[src/rtl/vend_sched.sv]
// Two-panel vending scheduler sharing one dispense unit, with round-robin arbitration and timeout refund.
// Optional refill input is enabled by defining VEND_REFILL_EN.
module vend_sched #(
  parameter int unsigned PRICE      = 3,
  parameter int unsigned STOCK_INIT = 8,
  parameter int unsigned TIMEOUT    = 15
) (
  input  logic       clk,
  input  logic       rst,
  input  logic [1:0] coin_a,
  input  logic [1:0] coin_b,
  input  logic       req_a,
  input  logic       req_b,
  input  logic       disp_done,
`ifdef VEND_REFILL_EN
  input  logic       refill,
`endif
  output logic       disp_start,
  output logic       disp_sel,
  output logic       vend_a,
  output logic       vend_b,
  output logic [3:0] change_a,
  output logic [3:0] change_b,
  output logic       change_vld_a,
  output logic       change_vld_b,
  output logic       coin_rej_a,
  output logic       coin_rej_b,
  output logic [3:0] credit_a,
  output logic [3:0] credit_b,
  output logic [3:0] stock,
  output logic       busy,
  output logic       fault
);

  localparam int unsigned CW = 4;
  localparam int unsigned TW = 8;

  typedef enum logic [1:0] {S_IDLE, S_GRANT, S_DISP, S_SETTLE} state_t;

  state_t          r_state;
  logic [CW-1:0]   r_credit_a, r_credit_b, r_stock;
  logic [CW-1:0]   r_change_a, r_change_b;
  logic [TW-1:0]   r_cnt;
  logic            r_ptr, r_sel, r_disp_start, r_fault;
  logic            r_vend_a, r_vend_b, r_change_vld_a, r_change_vld_b;
  logic            r_coin_rej_a, r_coin_rej_b;

  logic            w_elig_a, w_elig_b, w_win_b, w_grant;
  logic            w_blk_a, w_blk_b, w_timeout, w_finish;
  logic            w_rfd_a, w_rfd_b, w_clr_a, w_clr_b;
  logic [CW:0]     w_coin_a, w_coin_b;

  // Returns {reject, new_credit}; a coin is applied on top of the (possibly cleared) base credit.
  function automatic logic [CW:0] coin_upd(input logic [CW-1:0] base, input logic [1:0] code,
                                           input logic blk);
    logic [CW:0] sum;
    sum = {1'b0, base} + {3'b000, code};
    if (code == 2'b00)                                   coin_upd = {1'b0, base};
    else if (code == 2'b11 || blk || sum > 5'd15)        coin_upd = {1'b1, base};
    else                                                 coin_upd = {1'b0, sum[CW-1:0]};
  endfunction

  always_comb begin
    w_elig_a  = req_a && (r_credit_a >= CW'(PRICE)) && (r_stock != '0);
    w_elig_b  = req_b && (r_credit_b >= CW'(PRICE)) && (r_stock != '0);
    w_win_b   = w_elig_b && (!w_elig_a || r_ptr);
    w_grant   = (r_state == S_IDLE) && (w_elig_a || w_elig_b);
    w_blk_a   = ((r_state == S_GRANT) || (r_state == S_DISP)) && !r_sel;
    w_blk_b   = ((r_state == S_GRANT) || (r_state == S_DISP)) &&  r_sel;
    w_timeout = (r_state == S_DISP) && !disp_done && (r_cnt == TW'(TIMEOUT - 1));
    w_finish  = (r_state == S_SETTLE) || w_timeout;
    // Out-of-stock refund: stock of zero already rules out a grant this cycle.
    w_rfd_a   = (r_state == S_IDLE) && req_a && (r_stock == '0);
    w_rfd_b   = (r_state == S_IDLE) && req_b && (r_stock == '0);
    w_clr_a   = (w_finish && !r_sel) || w_rfd_a;
    w_clr_b   = (w_finish &&  r_sel) || w_rfd_b;
    w_coin_a  = coin_upd(w_clr_a ? '0 : r_credit_a, coin_a, w_blk_a);
    w_coin_b  = coin_upd(w_clr_b ? '0 : r_credit_b, coin_b, w_blk_b);
  end

  always_ff @(posedge clk or negedge rst) begin
    if (!rst) begin
      r_state        <= S_IDLE;
      r_credit_a     <= '0;
      r_credit_b     <= '0;
      r_stock        <= CW'(STOCK_INIT);
      r_change_a     <= '0;
      r_change_b     <= '0;
      r_cnt          <= '0;
      r_ptr          <= 1'b0;
      r_sel          <= 1'b0;
      r_disp_start   <= 1'b0;
      r_fault        <= 1'b0;
      r_vend_a       <= 1'b0;
      r_vend_b       <= 1'b0;
      r_change_vld_a <= 1'b0;
      r_change_vld_b <= 1'b0;
      r_coin_rej_a   <= 1'b0;
      r_coin_rej_b   <= 1'b0;
    end else begin
      r_disp_start   <= 1'b0;
      r_fault        <= 1'b0;
      r_vend_a       <= 1'b0;
      r_vend_b       <= 1'b0;
      r_change_vld_a <= 1'b0;
      r_change_vld_b <= 1'b0;
      r_change_a     <= '0;
      r_change_b     <= '0;
      r_credit_a     <= w_coin_a[CW-1:0];
      r_credit_b     <= w_coin_b[CW-1:0];
      r_coin_rej_a   <= w_coin_a[CW];
      r_coin_rej_b   <= w_coin_b[CW];

      if (w_rfd_a && (r_credit_a != '0)) begin
        r_change_vld_a <= 1'b1;
        r_change_a     <= r_credit_a;
      end
      if (w_rfd_b && (r_credit_b != '0)) begin
        r_change_vld_b <= 1'b1;
        r_change_b     <= r_credit_b;
      end

      case (r_state)
        S_IDLE: begin
`ifdef VEND_REFILL_EN
          if (refill) r_stock <= CW'(STOCK_INIT);
`endif
          if (w_grant) begin
            r_state      <= S_GRANT;
            r_disp_start <= 1'b1;
            r_sel        <= w_win_b;
          end
        end
        S_GRANT: begin
          r_state <= S_DISP;
          r_cnt   <= '0;
        end
        S_DISP: begin
          if (disp_done) begin
            r_state <= S_SETTLE;
            if (!r_sel) begin
              r_vend_a       <= 1'b1;
              r_change_vld_a <= 1'b1;
              r_change_a     <= r_credit_a - CW'(PRICE);
            end else begin
              r_vend_b       <= 1'b1;
              r_change_vld_b <= 1'b1;
              r_change_b     <= r_credit_b - CW'(PRICE);
            end
          end else if (w_timeout) begin
            r_state <= S_IDLE;
            r_fault <= 1'b1;
            if (!r_sel) begin
              r_change_vld_a <= 1'b1;
              r_change_a     <= r_credit_a;
            end else begin
              r_change_vld_b <= 1'b1;
              r_change_b     <= r_credit_b;
            end
          end else begin
            r_cnt <= r_cnt + TW'(1);
          end
        end
        S_SETTLE: begin
          r_state <= S_IDLE;
          r_ptr   <= ~r_ptr;
          if (r_stock != '0) r_stock <= r_stock - CW'(1);
        end
        default: r_state <= S_IDLE;
      endcase
    end
  end

  assign disp_start   = r_disp_start;
  assign disp_sel     = r_sel;
  assign vend_a       = r_vend_a;
  assign vend_b       = r_vend_b;
  assign change_a     = r_change_a;
  assign change_b     = r_change_b;
  assign change_vld_a = r_change_vld_a;
  assign change_vld_b = r_change_vld_b;
  assign coin_rej_a   = r_coin_rej_a;
  assign coin_rej_b   = r_coin_rej_b;
  assign credit_a     = r_credit_a;
  assign credit_b     = r_credit_b;
  assign stock        = r_stock;
  assign busy         = (r_state != S_IDLE);
  assign fault        = r_fault;

endmodule

[config.mk]
export PLATFORM = sky130hd
export DESIGN_NAME = vend_sched
export DESIGN_NICKNAME = d
export VERILOG_FILES = /design/src/rtl/vend_sched.sv
export SDC_FILE = /design/constraint.sdc
export NUM_CORES = 1
export LEC_CHECK = 0
export CORE_ASPECT_RATIO = 2
export CORE_UTILIZATION = 35
export DETAILED_ROUTE_END_ITERATION = 8
export GPL_ROUTABILITY_DRIVEN = 0
export PLACE_DENSITY = 0.59
export SETUP_SLACK_MARGIN = 0.5
export SYNTH_ARGS = -nofsm -noshare
export SYNTH_HDL_FRONTEND = slang
export SYNTH_SLANG_ARGS = --single-unit
[constraint.sdc]
create_clock -name clk -period 3.5 [get_ports clk]
set_clock_uncertainty 0.1 [all_clocks]
set_input_delay 0.35 -clock clk [delete_from_list [all_inputs] [get_ports clk]]
set_output_delay 0.35 -clock clk [all_outputs]
set_load 0.01 [all_outputs]
==> impl_metrics.json, run 1 <==
{
  "area_growth_pct": 39.25,
  "end_kind": "register",
  "yosys.area_share.simple_pct": 17.10,
  "grt_pass1_wl_mm": 10.45,
  "synth_ff_type": "dfrtp_1",
  "grt_max_degree": 41,
  "irDropWorstVdd_mv": 0.2736,
  "avgSynthCellArea_sq_um": 9.923,
  "worstMarginPinSlew_ps": 910.6,
  "syn_nets": 275,
  "fin_setup_tns_ps": 0,
  "worstSetupStartpointType": "register",
  "final_cell_mix": "dfrtp_1 (39), clkdlybuf4s50_1 (37), buf_4 (30), nand2_1 (23), nor2_1 (19)",
  "antenna_found_initial": 0,
  "synth_fa_ha_area_share_pct": 10.77,
  "drc": 0,
  "synth_xor_area_share_pct": 4.288,
  "drv_cap": 0,
  "r2r_start": "r_state[0]",
  "grt_use_total_pct": 19.48,
  "port_buffers": 38,
  "core_sq_um": 6674,
  "rsz0062_at_grt": "true",
  "arrival_ps": 3080,
  "async_reset_ff_share_pct": 100.0,
  "synth_edf_count": 0,
  "ys_types": 57,
  "crit_type": "reg -> reg",
  "cp_max_fo": 4,
  "fp-row-count": 42,
  "layout.nets": 346,
  "cts_tree": "built",
  "hold_violations": 0,
  "dp.final_hpwl_mm": 4.708,
  "cts_buffers": 5,
  "drtAntennaViolNets": 0,
  "initial_core_util_pct": 36.73,
  "synth_seq_cells": 40,
  "synth_top_family_by_area": "compound AO/OA/AOI/OAI gates",
  "clk_latency_ps": 290,
  "worst_hold_slack_ps": 88.48,
  "clk_pin_slew_ps": 60,
  "fin_crit_ps": 2995,
  "crit_required_ps": 3580,
  "clock-sinks": 40,
  "vias_per_cell": 5.319,
  "firstDrtPassIters": 5,
  "slew_headroom_pct": 39.29,
  "place_area_sq_um": 2984,
  "ctsHoldBuffers": 0,
  "drv_slew": 0,
  "vias": 2165,
  "drive_gt1_share_pct": 21.94,
  "post-route-period-util_pct": 85.58,
  "finalInstanceArea_sq_um": 3413,
  "synthMuxAreaShare_pct": 4.186,
  "leakage_uw": 0.001526,
  "setup_viol": 0,
  "first_global_vias": 2246,
  "post_drt_wl_per_cell_um": 16.40,
  "overflow": 0,
  "fillCellCount": 624,
  "outcome": "complete, no violations",
  "num_io_pins": 39,
  "hold_class": "in -> async",
  "crit_start": "r_state[0]",
  "synthCells": 247,
  "initialDrtViolationCount": 74,
  "synth.yosys.warnings": 0,
  "powerDensity_nw_per_um2": 354.0,
  "syn_area_sq_um": 2451,
  "drt-total-wl_mm": 6.676,
  "htreeDepth": 2,
  "die-area_sq_um": 7362,
  "cts-root-buf": "clkbuf_16",
  "die_width_um": 61.18,
  "synth_compound_area_share_pct": 18.33,
  "die_h_um": 120.4,
  "fmax_mhz": 333.9,
  "cts_buffer_depth": 2,
  "final_common_cell": "dfrtp_1",
  "antenna_cells": 0,
  "yosysSeqAreaShare_pct": 40.89
}
## state kept, by name, indices dropped and copies added, names as in the netlist, 2 cells and up
name / count
change_a: 4
change_b: 4
credit_a: 4
credit_b: 4
r_cnt: 8
r_state: 2
stock: 4
## worst paths after layout
kind,to,slack [ps],cells after the start
min in group clk,r_ptr,380,1
worst max-delay path,credit_a[0],500,13
worst max register to register,credit_a[0],500,13
worst min register to register,r_ptr,380,1
worst min-delay path,disp_start,90,1
max in group asynchronous,change_b[1],2640,1
## cell type report
| cell class | count | area [sq um] | area share [%] |
|---|---|---|---|
| Multi-Input combinational cell | 179 | 1441 | 42.23 |
| Timing Repair Buffer | 70 | 623.1 | 18.26 |
| Tap cell | 88 | 110.1 | 3.226 |
| Clock buffer | 6 | 138.9 | 4.069 |
| Inverter | 22 | 82.58 | 2.419 |
| Sequential cell | 40 | 1002 | 29.36 |
| Clock inverter | 2 | 15.01 | 0.4399 |
## critical path: stages (launching register included)
cell and delay (ps):
dfrtp_1 390, inv_2 110, ha_4 170, and4bb_2 240, buf_6 130, nand2_4 60
a21boi_4 190, and2_1 140, ha_2 190, inv_2 40, fa_2 350, nand3b_1 200
a221o_1 340, a32o_1 230
## where the power goes
part	switching (uW)	internal, uW
registers	32.2	486
logic	105	107
clock network	195	284
total	332	876
## cells in the mapped netlist, types with 2 or more instances
master	n	area share, %
nand2_1	24	3.7
mux2i_1	8	3.3
fa_1	2	1.6
buf_2	3	0.61
nand3_1	4	0.82
a22oi_1	2	0.61
nor2_1	19	2.9
nor2b_1	2	0.51
and3_1	5	1.3
o31a_1	2	0.71
a31oi_1	6	1.5
o21ai_0	5	1.0
dfrtp_1	39	40
ha_1	17	8.7
a22o_1	2	0.71
a21o_1	2	0.61
and2_1	5	1.3
a21oi_1	5	1.0
a32o_1	2	0.82
nor4b_1	2	0.71
xor2_1	5	1.8
mux2_2	2	0.92
o22ai_1	4	1.0
a211oi_1	5	1.5
o31ai_1	2	0.61
nand4_1	3	0.77
o32ai_1	2	0.71
clkbuf_1	3	0.46
o211ai_1	5	1.5
inv_1	21	3.2
xnor2_1	7	2.5
nor3_1	4	0.82
nand2b_1	4	1.0
## layer usage
metal  track usage (%)  wire, um  vias up
li1                  -         -     1022
met5                 0         0        -
met2             34.58      3761       66
met1             19.44      2464     1054
met4             12.78       250        0
met3             3.316       199       23
## per-stage QoR
stage	std cells	utilization [%]	worst slack (ps)	total power, uW
floorplan	247	-	496.4	628.6
global placement	376	44.71	133.6	729.0
detailed placement	376	44.71	127.4	730.3
CTS	392	48.52	502.4	1210
global route	407	51.14	403.9	1260
finish	407	51.14	504.7	1208
## cell families (layout without fill, tap and decap cells)
| group | Yosys count | after routing |
|---|---|---|
| simple gates | 80 | 80 |
| compound gates | 57 | 57 |
| flops | 40 | 40 |
| buf+inv | 28 | 100 |
| fa+ha+maj | 20 | 20 |
| xor+xnor | 12 | 12 |
| mux | 10 | 10 |
## what timing repair did
action,CTS,global route
endpoints found under the hold margin,0,0
gates resized for setup,12,15
setup endpoints to repair,5,6
setup buffers,8,15
pin swaps,1,8
(Power assumes the default switching activity.)
==> run 2: changes to the inputs <==
- CORE_ASPECT_RATIO: 2 -> unset
- CTS_CLUSTER_SIZE: unset -> 10
- SLEW_MARGIN: unset -> 20
==> impl_metrics.json, run 2 (synthesized netlist as in run 1, its figures left out) <==
{
  "outcome": "complete, no violations",
  "drtAntennaViolNets": 0,
  "final_cell_mix": "dfrtp_1 (39), clkdlybuf4s50_1 (37), nand2_1 (22), inv_1 (19), nor2_1 (19)",
  "hold_violations": 0,
  "fin_crit_ps": 2928,
  "layout.nets": 332,
  "cts-root-buf": "clkbuf_8",
  "ctsHoldBuffers": 0,
  "arrival_ps": 3000,
  "p_seq_share_pct": 50.1,
  "cts_tree": "built",
  "slowest_stage": "dfrtp_1",
  "die_width_um": 85.69,
  "drt-total-wl_mm": 5.880,
  "grt_use_total_pct": 16.68,
  "fmax_mhz": 341.6,
  "final_common_cell": "dfrtp_1",
  "clk_pin_slew_ps": 80,
  "crit_path_max_incr_delay_ps": 370,
  "cp_max_fo": 5,
  "num_io_pins": 39,
  "leakage_uw": 0.001432,
  "clk_latency_ps": 290,
  "reg2reg_to": "credit_a[0]",
  "grt_pass1_wl_mm": 9.597,
  "r2r_slack_ps": 570,
  "cts_buffer_depth": 2,
  "grt_max_degree": 41,
  "drv_slew": 0,
  "rr_worst_depth": 12,
  "end_kind": "register",
  "drive_gt1_share_pct": 17.05,
  "switching_share_pct": 28.78,
  "clock-sinks": 40,
  "fin_setup_tns_ps": 0,
  "post-route-period-util_pct": 83.64,
  "pwr-share-clk_pct": 29.4,
  "core_sq_um": 6794,
  "slew_headroom_pct": 39.62,
  "drc": 0,
  "pwr-share-comb_pct": 20.5,
  "drv_cap": 0,
  "die_h_um": 85.69,
  "first_global_vias": 1928,
  "die-area_sq_um": 7342,
  "path_cells": "inv_2 -> ha_1 -> nor2b_4 -> a31o_4 -> a21boi_4 -> and2_4 -> ha_2 -> inv_1 -> fa_2 -> nand3b_1 -> a221o_1 -> a32o_1",
  "p_int_uw": 733.1,
  "crit_type": "reg -> reg",
  "powerDensity_nw_per_um2": 318.7,
  "fp-row-count": 30,
  "cts_buffers": 5,
  "regMostFlops": "r_cnt",
  "rsz0062_at_grt": "false",
  "post_drt_wl_per_cell_um": 14.66,
  "setup_viol": 0,
  "overflow": 0,
  "antenna_found_initial": 0,
  "initial_core_util_pct": 36.08,
  "area_growth_pct": 31.75,
  "vias_per_cell": 5.207,
  "r2r_start": "r_state[0]",
  "htreeDepth": 2,
  "dp.final_hpwl_mm": 4.215,
  "port_buffers": 38,
  "post-route-util_pct": 47.53,
  "crit_required_ps": 3570,
  "firstDrtPassIters": 4,
  "worstSetupStartpointType": "register",
  "antenna_cells": 0,
  "worstMarginPinSlew_ps": 905.6,
  "irDropWorstVdd_mv": 0.1376,
  "initialDrtViolationCount": 86,
  "switchingPower_uw": 296.2,
  "largest_reg_flops": 8,
  "hold_class": "in -> async",
  "vias": 2088
}
## run 2: changes by cell type in the layout (fill, tap and decap cells not counted), sizes merged
cell / before / now
clkbuf: 6 / 7
clkinv: 1 / 2
buf: 33 / 19
clkinvlp: 2 / 0
## run 2: how the worst max path moves through the flow
stage | start | to
after floorplan | r_cnt[0] | coin_rej_b
after global placement | disp_done | credit_a[0]
after detailed placement | r_state[0] | credit_a[0]
after CTS | r_state[1] | credit_a[0]
after global routing | r_cnt[0] | credit_a[0]
final | r_state[0] | credit_a[0]
## run 2: per-stage QoR
stage                     std cells  total power (uW)  worst slack (ps)  hold slack, ps  instance area (sq um)
after CTS                       397              1035             504.6           117.6                   3146
after floorplan                 247             628.6             496.4          -45.59                   2457
after global placement          382             727.6             213.6           359.8                   2979
after detailed placement        382             728.7             200.2           361.5                   2979
after global routing            401              1080             491.5           176.8                   3229
final                           401              1029             572.5           82.27                   3229
## run 2: final cells by class
class                   instances  area [sq um]
multi-input cells             179          1433
inverters                      22         82.58
fillers                       637          3565
repair buffers                 56         510.5
clock buffers                   7         76.32
well taps                      96         120.1
clock inverters                 1         5.005
flip-flops and latches         40          1002
## run 2: layer usage
metal	GRT usage [%]	wire (um)	share of wire [%]
met1	23.18	2885	49
met2	26.84	2711	46
met3	3.272	225	3.8
met4	4.091	57	0.97
met5	0	0	0
## run 2: critical path: cells and delay by family (launching register included)
kind | cells | cell delay [ps]
fa+ha+maj | 3 | 730
compound gates | 4 | 950
simple gates | 3 | 510
flops | 1 | 370
buf+inv | 2 | 140
## run 2: power groups by stage
stage	sequential (uW)	clock [uW]	combinational, uW
global placement	524	0	204
detailed placement	524	0	205
global route	519	326	235
finish	516	303	211
floorplan	525	0	104
CTS	515	312	208
## run 2: repair_timing
item | in CTS | in global routing
gates resized for setup | 6 | 16
buffers inserted | 7 | 4
setup endpoints to repair | 5 | 8
pin swaps | 2 | 3
==> RTL edit (flow settings as in run 1) <==
Change the localparam `TW` from 8 to 16.
--- a/src/rtl/vend_sched.sv
+++ b/src/rtl/vend_sched.sv
@@ -34,5 +34,5 @@
 
   localparam int unsigned CW = 4;
-  localparam int unsigned TW = 8;
+  localparam int unsigned TW = 16;
 
   typedef enum logic [1:0] {S_IDLE, S_GRANT, S_DISP, S_SETTLE} state_t;
Function: same outputs for any inputs over 10 cycles, from zero or initial values and one cycle with rst low; that may be too few to reach the edited logic, so the function may still have changed.
==> RTL edit against run 1 <==
First-iteration DRC count fell by 49%; utilization fell by 5.8 points; setup slack improved by 0.20 ns; sequential cell count rose by 8; total power rose by 14%; area after synthesis rose by 13%; final area rose by 1.8%; sequential share of layout area rose by 5.2 points; count of clock-buffer cells in the layout rose by 1; wire length fell by 4.4%; highest routed layer unchanged.
==> RTL edit: results (changes against run 1) <==
| Metric | Value |
|---|---|
| Initial antenna violation count | `0 (unchanged)` |
| Proportion of layout cells with a drive suffix above 1 | `8.98% (-13 points)` |
| Most used DFF post-synth | `dfrtp_1` |
| Setup WS pre-CTS | `0.406 ns (+0.279 ns)` |
| VDD IR-drop max | `0.223 mV (-19%)` |
| Number of detailed-route iterations in the first pass | `4 (-1)` |
| Crit-path max FO | `9 (+5)` |
| Syn nets | `309 (+12%)` |
| Largest register FFs | `16 (+8)` |
| Max Cap Viol | `0 (unchanged)` |
| Worst hold path type | `in -> async` |
| First-pass GRT wire length | `10,800 um (+3.1%)` |
| Tot GR Track Use | `17.2% (-2.3 points)` |
| Largest net degree at the start of global routing | `49 (+20%)` |
| CP arrival | `2.86 ns (-0.22 ns)` |
| Fill cells | `773 (+24%)` |
| Initial DRC count | `38 (-49%)` |
| DP HPWL | `4870 um (+3.5%)` |
| Nets | `350 (+1.2%)` |
| Max-slew headroom | `30.0% (-9.3 points)` |
| Top cells by count, synth | `dfrtp_1, nand2_1, nor2_1` |
| Sequential element share of the synthesized area | `43.3% (+2.4 points)` |
| Post-cts resize count | `0 (-12)` |
| Unique masters post-synth | `50 (-12%)` |
| Crit path largest cell delay | `0.44 ns (+0.05 ns)` |
| Status | `complete, no violations` |
| Worst-skew pair later-pin latency | `0.29 ns (about the same)` |
| Setup Fix Bufs, Post-CTS | `0 (-8)` |
| Top cells by area, synth | `dfrtp_1, ha_1, xor2_1` |
| Vias in the first global route | `2,211 (-1.6%)` |
| Vias per cell | `5.28 (-0.78%)` |
| Leakage | `0.00158 uW (+3.3%)` |
| Largest reg by FF count | `r_cnt` |
| Wire per inst | `15.3 um (-6.7%)` |
| Crit path max-delay family | `adder cells` |
| Diode count | `0 (unchanged)` |
## RTL edit: report_power, final
part / internal (uW) / switching [uW] / leakage, uW
Clock: 376 / 203 / 0.0000901
Combinational: 96.6 / 96.4 / 0.000838
Sequential: 578 / 30.1 / 0.000649
## RTL edit: final cells by class
type	count	area share [%]
inverters	22	2.38
flip-flops and latches	48	34.6
clock buffers	7	4.39
repair buffers	42	11.7
multi-input cells	203	42.7
well taps	94	3.38
clock inverters	1	0.864
## RTL edit: cell families after synthesis
group / synth area share (%)
AOI/OAI and AO/OA: 14.5
xor gates and xnor gates: 5.99
adders and majority gates: 9.91
buffers and inverters: 4.05
DFF: 43.3
muxes: 1.80
and+or+nand+nor: 20.5
## RTL edit: metrics by stage
step	hold slack, ns	std cells	total power (uW)	cell area [um^2]
2_1_floorplan	-0.0456	281	710	2780
3_3_place_gp	0.353	408	808	3260
3_5_place_dp	0.355	408	810	3260
4_1_cts	0.189	416	1400	3450
5_1_grt	0.253	417	1440	3470
6_report	0.145	417	1380	3470
## RTL edit: path summary, 6_finish.rpt
kind,cells after the start,endpoint,slack [ns],from
worst min register to register,1,r_ptr,0.37,r_ptr
min in group clk,1,r_ptr,0.37,r_ptr
worst max-delay path,12,coin_rej_a,0.71,r_cnt[0]
worst min-delay path,1,r_cnt[7],0.14,rst
worst max register to register,12,coin_rej_a,0.71,r_cnt[0]
max in group asynchronous,1,change_a[1],2.49,rst
## RTL edit: per-layer routing
| layer | up-vias | GRT usage, % | share of wire, % |
|---|---|---|---|
| met3 | 12 | 2.31 | 2.7 |
| li1 | 1063 | - | - |
| met1 | 1084 | 19.6 | 38 |
| met4 | 0 | 9.02 | 3.2 |
| met5 | - | 0 | 0 |
| met2 | 42 | 30.3 | 56 |
